--- src/rtl/bcd_scan_display.sv ---
// rtl/bcd_scan_display.sv - 4-digit multiplexed common-anode 7-segment driver for packed BCD (optional blink: BCD_SCAN_BLINK_EN)
module bcd_scan_display #(
    parameter int REFRESH_DIV = 50000,
    parameter int BLANK_CYC   = 16
`ifdef BCD_SCAN_BLINK_EN
    ,
    parameter int BLINK_SLOTS = 100
`endif
) (
    input  logic        clk,
    input  logic        rst,
    input  logic [15:0] bcd_in,
    input  logic        load,
    input  logic        blank_lz,
`ifdef BCD_SCAN_BLINK_EN
    input  logic        blink_in,
`endif
    output logic [3:0]  an_out,
    output logic [6:0]  seg_out,
    output logic        err_out
);

    localparam int PW = (REFRESH_DIV > 1) ? $clog2(REFRESH_DIV) : 1;
    localparam logic [PW-1:0] TERM_CNT  = PW'(REFRESH_DIV - 1);
    localparam logic [PW-1:0] BLANK_END = PW'(BLANK_CYC);

    logic [15:0]   r_shadow;
    logic          r_blz;
    logic [PW-1:0] r_presc;
    logic [1:0]    r_idx;
    logic [3:0]    r_an;
    logic [6:0]    r_seg;
    logic          r_err;

    logic [3:0]    w_digit;
    logic          w_supp;
    logic          w_blank;
    logic          w_term;
    logic          w_dark;
    logic          w_bad_in;

    // Active-low segment pattern {g,f,e,d,c,b,a}; anything above 9 shows a dash
    function automatic logic [6:0] f_seg(input logic [3:0] d);
        logic [6:0] s;
        case (d)
            4'd0:    s = 7'h40;
            4'd1:    s = 7'h79;
            4'd2:    s = 7'h24;
            4'd3:    s = 7'h30;
            4'd4:    s = 7'h19;
            4'd5:    s = 7'h12;
            4'd6:    s = 7'h02;
            4'd7:    s = 7'h78;
            4'd8:    s = 7'h00;
            4'd9:    s = 7'h10;
            default: s = 7'h3F;
        endcase
        return s;
    endfunction

    assign w_bad_in = (bcd_in[3:0] > 4'd9) || (bcd_in[7:4] > 4'd9) ||
                      (bcd_in[11:8] > 4'd9) || (bcd_in[15:12] > 4'd9);
    assign w_term   = (r_presc == TERM_CNT);
    assign w_blank  = (r_presc < BLANK_END);

    // Select the current digit and decide whether it is a suppressed leading zero
    always_comb begin
        w_digit = 4'd0;
        w_supp  = 1'b0;
        case (r_idx)
            2'd0: begin
                w_digit = r_shadow[3:0];
                w_supp  = 1'b0;
            end
            2'd1: begin
                w_digit = r_shadow[7:4];
                w_supp  = r_blz && (r_shadow[15:4] == 12'd0);
            end
            2'd2: begin
                w_digit = r_shadow[11:8];
                w_supp  = r_blz && (r_shadow[15:8] == 8'd0);
            end
            default: begin
                w_digit = r_shadow[15:12];
                w_supp  = r_blz && (r_shadow[15:12] == 4'd0);
            end
        endcase
    end

`ifdef BCD_SCAN_BLINK_EN
    localparam int BW = (BLINK_SLOTS > 1) ? $clog2(BLINK_SLOTS) : 1;
    localparam logic [BW-1:0] BLINK_LAST = BW'(BLINK_SLOTS - 1);

    logic [BW-1:0] r_blink_cnt;
    logic          r_blink_ph;

    // Count full scans while blinking; every other group of BLINK_SLOTS scans is dark
    always_ff @(posedge clk or posedge rst) begin
        if (rst) begin
            r_blink_cnt <= '0;
            r_blink_ph  <= 1'b0;
        end else if (!blink_in) begin
            r_blink_cnt <= '0;
            r_blink_ph  <= 1'b0;
        end else if (w_term && (r_idx == 2'd3)) begin
            if (r_blink_cnt == BLINK_LAST) begin
                r_blink_cnt <= '0;
                r_blink_ph  <= ~r_blink_ph;
            end else begin
                r_blink_cnt <= r_blink_cnt + 1'b1;
            end
        end
    end

    assign w_dark = w_blank || w_supp || (blink_in && r_blink_ph);
`else
    assign w_dark = w_blank || w_supp;
`endif

    // Shadow word and error flag; only load touches them
    always_ff @(posedge clk or posedge rst) begin
        if (rst) begin
            r_shadow <= 16'd0;
            r_blz    <= 1'b0;
            r_err    <= 1'b0;
        end else if (load) begin
            r_shadow <= bcd_in;
            r_blz    <= blank_lz;
            r_err    <= w_bad_in;
        end
    end

    // Slot prescaler and digit index; the index advances on each prescaler wrap
    always_ff @(posedge clk or posedge rst) begin
        if (rst) begin
            r_presc <= '0;
            r_idx   <= 2'd0;
        end else if (w_term) begin
            r_presc <= '0;
            r_idx   <= r_idx + 2'd1;
        end else begin
            r_presc <= r_presc + 1'b1;
        end
    end

    // Registered pin drivers, one cycle behind the scan state
    always_ff @(posedge clk or posedge rst) begin
        if (rst) begin
            r_an  <= 4'b1111;
            r_seg <= 7'h7F;
        end else if (w_dark) begin
            r_an  <= 4'b1111;
            r_seg <= 7'h7F;
        end else begin
            r_an  <= ~(4'b0001 << r_idx);
            r_seg <= f_seg(w_digit);
        end
    end

    assign an_out  = r_an;
    assign seg_out = r_seg;
    assign err_out = r_err;

endmodule

--- config.mk ---
export PLATFORM = sky130hd
export DESIGN_NAME = bcd_scan_display
export DESIGN_NICKNAME = d
export VERILOG_FILES = /design/src/rtl/bcd_scan_display.sv
export SDC_FILE = /design/constraint.sdc
export NUM_CORES = 1
export LEC_CHECK = 0
export ABC_CLOCK_PERIOD_IN_PS = 2300
export CAP_MARGIN = 20
export CORE_UTILIZATION = 40
export DETAILED_ROUTE_END_ITERATION = 8
export PLACE_DENSITY = 0.63
export SYNTH_ARGS = -nofsm -noshare
export SYNTH_HDL_FRONTEND = slang
export SYNTH_SLANG_ARGS = --single-unit
--- constraint.sdc ---
create_clock -name clk -period 2.3 [get_ports clk]
set_input_delay 0.345 -clock clk [delete_from_list [all_inputs] [get_ports clk]]
set_output_delay 0.345 -clock clk [all_outputs]
set_load 0.03 [all_outputs]
Word level (Yosys, flattened, before mapping)
Memory sizes are Yosys's and may differ from the RTL's.
Index checks and enable logic that the tools add are counted.

cells by class
  equality and inequality tests = 3
  muxes and demuxes = 5
  add/sub/neg operators = 2
  shift-type cells = 1
  reductions and logical operators = 11
  magnitude comparators = 5
  bitwise gates (word level) = 1

operators with widths
  kind                                                   number
  adder 16 x 1 -> 16 bit (second input constant)         1
  equality test 16 bit (second input constant)           1
  greater-than comparator 4 bit (second input constant)  4
  < comparator 16 x 5 -> 1 bit (second input constant)   1
  two-way mux 16 bit                                     1
  zero test 12 bit                                       1
  one-hot mux 4 bit (3 select lines)                     1
  zero test 8 bit                                        1
  two-way mux 7 bit                                      1
  zero test 4 bit                                        1
  logical OR 1 bit                                       4
  two-way mux 4 bit                                      1
  inverter 4 bit                                         1
  << shifter 1 x 2 -> 4 bit (first input constant)       1
  logical AND 1 bit                                      3
  one-hot mux 1 bit (3 select lines)                     1
  adder 2 x 1 -> 2 bit (second input constant)           1
  equality test 2 x 1 -> 1 bit (second input constant)   1
  equality test 2 bit (second input constant)            1
  zero test 2 bit                                        1

word-level totals
  memory bits (read-only) = 112
  input bits = 20
  output and inout port bits = 12
  register bits = 47
  logic and storage cells = 36
  memories kept = 1

memory list
  name              words  bits a word  read ports  clocked after memory_dff  wr ports  line  source
  (name not given)  16     7            1           0                         0         45    case (d)

Logic depth before layout (Yosys ltp)
Gate-level depths: netlist of run 1.

  depth in word-level cells = 5
  mapped depth = 8
  depth with buffers taken out = 8

Worst setup path before layout of run 1
No wires, ideal clock.

  path type = register to register
  start = reg r_idx[1]
  end = reg r_seg[3] (netlist: seg_out[3])
  stages on the path, launching flop included = 8
  path buffers = 1
  setup slack = 0.354 ns
  data arrival time = 1.878 ns
  period minus slack after synthesis = 1.946 ns
  setup time = 0.067 ns
  path through = dfrtp_1 -> ha_1 -> clkbuf_1 -> mux2i_1 -> inv_1 -> ha_1 -> a21o_1 -> nand4_1

between the ends
  longest elaborated chain between the ends = 4

RTL lines
  item                                                                                      line  source
  from (decl)                                                                               30    logic [1:0] r_idx;
  from (signal assigned)                                                                    140   r_idx <= r_idx + 2'd1;
  equality test 2 bit (tied with other cells)                                               70    case (r_idx)
  one-hot mux 4 bit (3 select lines) or one-hot mux 1 bit (3 select lines) (tied branches)  70
  memory (16 x 7 bit) or logical OR 1 bit (tied branches)                                   --
  two-way mux 7 bit (*)                                                                     151   end else if (w_dark) begin
  to (signal assigned)                                                                      156   r_seg <= f_seg(w_digit);
  to (decl)                                                                                 32    logic [6:0] r_seg;

Mark *: on every way between the ends. The rest lies on a longest branch, timed or not.
A chain may end at the register's enable or synchronous reset.

Final worst setup path of run 1
  start = reg r_idx[1]
  end = reg r_seg[1] (netlist: seg_out[1])

The elaborated chain is that of the path after synthesis.

==> results of run 1 <==
## per-stage QoR
stage,power (mW),util,instances,setup WS (ns),hold slack [ns]
after floorplan,1.09,-,196,0.354,0.450
after global placement,1.21,0.493,299,0.348,0.478
after detailed placement,1.21,0.493,299,0.284,0.478
after CTS,1.92,0.517,307,0.228,0.405
after global routing,1.98,0.517,307,0.0699,0.419
final,1.90,0.517,307,0.225,0.398
## layer usage
layer  up-vias  part of all wire  track usage
met2        42              0.43        0.236
met1       745              0.51        0.218
met3         7             0.046       0.0419
li1        778                 -            -
met4         0             0.017       0.0556
met5         -                 0            0
## cell families (layout without fill, tap and decap cells)
kind of cell             Yosys count  in the layout  synth area share
AO/OA/AOI/OAI                     25             25            0.0788
XOR/XNOR                          15             15            0.0567
adder cells (fa/ha/maj)            9              9            0.0486
buffers and inverters             17             56            0.0340
flip-flops                        47             47             0.513
multiplexers                      21             21             0.103
AND/OR/NAND/NOR                   62             62             0.165
## registers in the layout, indices dropped and copies added, names as in the netlist
| signal | count |
|---|---|
| r_shadow | 16 |
| r_blz | 1 |
| seg_out | 7 |
| err_out | 1 |
| an_out | 4 |
| r_presc | 16 |
| r_idx | 2 |
## path summary, 6_finish.rpt
check                            from         end  slack (ns)  cells after the start
hold / removal                    rst  r_presc[7]        0.40                      3
setup reg to reg             r_idx[1]  seg_out[1]        0.22                      8
setup / recovery             r_idx[1]  seg_out[1]        0.22                      8
min in group clk           r_presc[0]  r_presc[0]        0.49                      1
hold reg to reg            r_presc[0]  r_presc[0]        0.49                      1
max in group asynchronous         rst  seg_out[6]        1.64                      3
## cell type report
class	count	area (um2)	share of cell area
Sequential cell	47	1190	0.415
Multi-Input combinational cell	132	1050	0.366
Timing Repair Buffer	36	360	0.126
Tap cell	72	90.1	0.0314
Clock buffer	6	72.6	0.0253
Clock inverter	2	60.1	0.0210
Inverter	12	45.0	0.0157
## layout by cell type (no fill, tap or decap), types with 7 or more instances in the layout
cell	count
dfrtp_1	36
xnor2_1	10
nand2_1	13
o21ai_0	9
nor3_1	7
nor2_1	12
clkdlybuf4s50_1	31
ha_1	9
dfstp_2	11
mux2_2	14
inv_1	10
## power breakdown
part	internal [mW]	leakage, nW	total [mW]	switching, mW
clock network	0.434	0.0654	0.708	0.273
registers	0.889	0.563	0.916	0.0270
logic	0.132	0.607	0.272	0.140
## worst min-delay path, delay by kind of cell
family                 cells  cell delay, ns
buffers and inverters      3            0.72
==> results.toml, run 1 <==
[run_status]
status = "finished clean"

[yosys]
synth_commonest_cells = "dfrtp_1 (36), mux2_2 (14), nand2_1 (13)"
synth_ff_type = "dfrtp_1"
ys_types = 41
yosysTopAreaCell = "dfrtp_1"
async_flop_share = 1.00
synth_most_common_cell = "dfrtp_1"
synth_edf_count = 0
syn_inst = 196
ys_seq_area_frac = 0.513
synth_area_leaders = "dfrtp_1 (39%), dfstp_2 (12%), mux2_2 (6.8%), ha_1 (4.9%), xnor2_1 (3.8%)"
avgSynthCellArea_um2 = 11.8
yosysWarnings = 0
synth_top_cell_area_share = 0.389
syn_area_um2 = 2320
syn_nets = 225
synth-seq-cells = 47

[pwr]
peakVddDrop_v = 0.000349
power_density_nw_per_um2 = 662
cellLeakagePower_nw = 1.24

[routing]
vias_per_cell = 5.12
num_vias = 1572
ant_nets = 0
wl_per_cell_um = 13.8
drtPass1Iterations = 5
drtIter0Drc = 68
finalWirelength_um = 4230
drc = 0

[floorplanning]
fp.dieW_um = 78.1
std_cell_rows = 27
die_area_um2 = 6100
core-area_um2 = 5540
start_util = 0.418
die_y_um = 78.1
ios = 32

[cts]
cts_setup_buffers = 0
clkSlewWorstSetupHoldPaths_ns = 0.09
hold_buffers = 0
cts_made_buffers = 5
worstSkewPairLatency_ns = 0.30
cts-resized-gates = 0
clock-root-buffer = "clkbuf_8"
cts_tree = "built"
cts_sinks = 47
h-tree-depth = 2
clockBufferDepth = 2

[placement]
gp_congestion = 0.772
dpl_cell_area_um2 = 2730
place_hpwl_um = 3030
portBuffers = 31

[worst_setup_path]
worstPathRequired_ns = 2.53
cp.arrival_ns = 2.30
cp_top_family = "compound AO/OA/AOI/OAI gates"
endpoint_kind = "register"
crit_type = "reg -> reg"
max_stage_delay_ns = 0.42
crit_fanout = 6
slowest_stage = "dfrtp_1"
startpoint_type = "register"
crit_chain = "inv_1, ha_1, a222oi_1, mux2_4, inv_2, ha_1, a21oi_1, o211ai_2"
crit_top_cell = "ha_1"
crit_buf_inv = 2

[timing]
maxSlewHeadroom = 0.655
max_freq_mhz = 482
setup_viol = 0
hold_viol = 0
fin_worst_skew_ns = 0.00623
finalSetupTns_ns = 0
period_needed_ns = 2.08
fin_crit_sh = 0.902
worst_slew_pin_slew_ns = 0.503
rsz0062_at_grt = "false"
report.final.slew_viol_count = 0

[final_layout]
num-fill-cells = 534
syn_to_final_growth_pct = 23.7
drive_above_1_share = 0.238
stdcell_area_um2 = 2870
nNetsFinal = 263
n_antenna_cell = 0

[job]
drv_cap = 0

[global_route]
track_usage = 0.157
grt_antenna_before_repair = 0
grt_pass1_wl_um = 7510
overflow = 0
grt_pass1_vias = 1590
grt_start_max_net_pins = 48

[min_path]
hp-class = "in -> async"
Note: power is estimated with default switching activity, not from simulation.
==> run 2: changes to the inputs <==
--- a/config.mk
+++ b/config.mk
@@ -9,7 +9,8 @@
 export CAP_MARGIN = 20
 export CORE_UTILIZATION = 40
 export DETAILED_ROUTE_END_ITERATION = 8
-export PLACE_DENSITY = 0.63
+export PLACE_DENSITY = 0.57
+export SLEW_MARGIN = 20
 export SYNTH_ARGS = -nofsm -noshare
 export SYNTH_HDL_FRONTEND = slang
 export SYNTH_SLANG_ARGS = --single-unit
==> results.toml, run 2 (synthesis gave the netlist of run 1 again) <==
[run_status]
status = "finished clean"

[timing]
maxSlewHeadroom = 0.511
rsz0062_at_grt = "false"
setup_viol = 0
period_needed_ns = 2.08
report.final.slew_viol_count = 0
finalSetupTns_ns = 0
worst_slew_pin_slew_ns = 0.729
fin_crit_sh = 0.904
hold_viol = 0
fin_worst_skew_ns = 0.00516
finalWorstSetupSlack_ns = 0.220
max_freq_mhz = 481

[routing]
ant_nets = 0
vias_per_cell = 5.20
drtIter0Drc = 96
drc = 0
drtPass1Iterations = 4
finalWirelength_um = 4510
num_vias = 1597
wl_per_cell_um = 14.7

[worst_setup_path]
cp.arrival_ns = 2.29
crit_buf_inv = 2
crit_fanout = 6
max_stage_delay_ns = 0.43
cp_top_family = "adder cells"
endpoint_kind = "register"
startpoint_type = "register"
crit_type = "reg -> reg"
crit_chain = "inv_1, ha_1, a222oi_1, mux2i_2, inv_1, ha_1, o21ai_0, nand4_1"
worstPathRequired_ns = 2.51
slowest_stage = "dfrtp_1"

[final_layout]
layout_common_cells = "dfrtp_1 (36), clkdlybuf4s50_1 (31), mux2_2 (14)"
drive_above_1_share = 0.234
multiInputGateArea_um2 = 1050
register_area_um2 = 1190
n_antenna_cell = 0
syn_to_final_growth_pct = 21.7
fin_util = 0.509
num-fill-cells = 525
layout_commonest_cell = "dfrtp_1"
nNetsFinal = 263
instances_no_fill = 307

[floorplanning]
core-area_um2 = 5540
die_area_um2 = 6100
ios = 32
start_util = 0.418
die_y_um = 78.1
fp.dieW_um = 78.1
std_cell_rows = 27

[placement]
gp_congestion = 0.929
portBuffers = 31
place_ws_ns = 0.154
placed_cells = 299
place_hpwl_um = 3500

[global_route]
grt_pass1_wl_um = 7870
grt_antenna_before_repair = 0
overflow = 0
grt_start_max_net_pins = 29
grt_pass1_vias = 1661
track_usage = 0.167

[cts]
clock-root-buffer = "clkbuf_8"
hold_buffers = 0
cts_made_buffers = 5
cts_tree = "built"
worstSkewPairLatency_ns = 0.30
clockBufferDepth = 2
h-tree-depth = 2
clkSlewWorstSetupHoldPaths_ns = 0.08
cts_sinks = 47

[pwr]
p_int_mw = 1.23
swShare = 0.260
clkPwrFrac = 0.285
switching_power_mw = 0.433
cellLeakagePower_nw = 1.21
peakVddDrop_v = 0.000274
power_density_nw_per_um2 = 591
comb_power_share = 0.164
seqPwrFrac = 0.550

[job]
drv_cap = 0

[min_path]
hp-class = "in -> async"
## run 2: cell count changes in the layout (fill, tap and decap cells not counted)
cell | previous run | this run
bufinv_16 | 2 | 0
mux2i_2 | 0 | 1
clkinv_2 | 0 | 1
inv_2 | 2 | 1
mux2i_1 | 4 | 3
clkbuf_1 | 1 | 2
clkinv_1 | 0 | 1
## run 2: layout make-up
| type | instances | area share |
|---|---|---|
| clock buffer | 7 | 0.0271 |
| inverter | 12 | 0.0160 |
| tap | 72 | 0.0320 |
| sequential | 47 | 0.422 |
| multi-input combinational | 132 | 0.373 |
| timing repair buffer | 36 | 0.128 |
| clock inverter | 1 | 0.00178 |
## run 2: worst paths after layout
check / startpoint / endpoint / slack, ns / cells after the start
min in group clk: r_presc[0] / r_presc[0] / 0.49 / 1
max reg2reg: r_idx[1] / seg_out[0] / 0.22 / 8
max in group asynchronous: rst / an_out[3] / 1.31 / 3
min: rst / r_shadow[15] / 0.40 / 2
max: r_idx[1] / seg_out[0] / 0.22 / 8
min reg2reg: r_presc[0] / r_presc[0] / 0.49 / 1
## run 2: power groups by stage
stage / sequential, mW / combinational [mW] / clock, mW
after floorplan: 0.970 / 0.122 / 0
after detailed placement: 0.935 / 0.275 / 0
after global placement: 0.935 / 0.268 / 0
after CTS: 0.919 / 0.276 / 0.494
final: 0.918 / 0.274 / 0.476
after global routing: 0.924 / 0.297 / 0.534
## run 2: timing repair
action                                  in CTS  in global routing
setup buffers                                0                  0
resized for setup                            0                  1
endpoints found under the setup margin       0                  4
## run 2: per-stage QoR
step / area (um2) / hold slack (ns) / total power, mW
final: 2820 / 0.405 / 1.67
after global routing: 2820 / 0.452 / 1.75
after CTS: 2820 / 0.423 / 1.69
after detailed placement: 2730 / 0.482 / 1.21
after global placement: 2730 / 0.475 / 1.20
after floorplan: 2320 / 0.450 / 1.09
## run 2: routing by layer
| metal | share of wire | global-route usage |
|---|---|---|
| met1 | 0.48 | 0.229 |
| met2 | 0.46 | 0.254 |
| met3 | 0.042 | 0.0384 |
| met4 | 0.022 | 0.0722 |
| met5 | 0 | 0 |
==> run 3: changes to the inputs <==
--- a/config.mk
+++ b/config.mk
@@ -6,7 +6,6 @@
 export NUM_CORES = 1
 export LEC_CHECK = 0
 export ABC_CLOCK_PERIOD_IN_PS = 2300
-export CAP_MARGIN = 20
 export CORE_UTILIZATION = 40
 export DETAILED_ROUTE_END_ITERATION = 8
 export PLACE_DENSITY = 0.57
==> results of run 3 <==
Same layout as run 2: the final DEF is identical, and so are final timing and power.
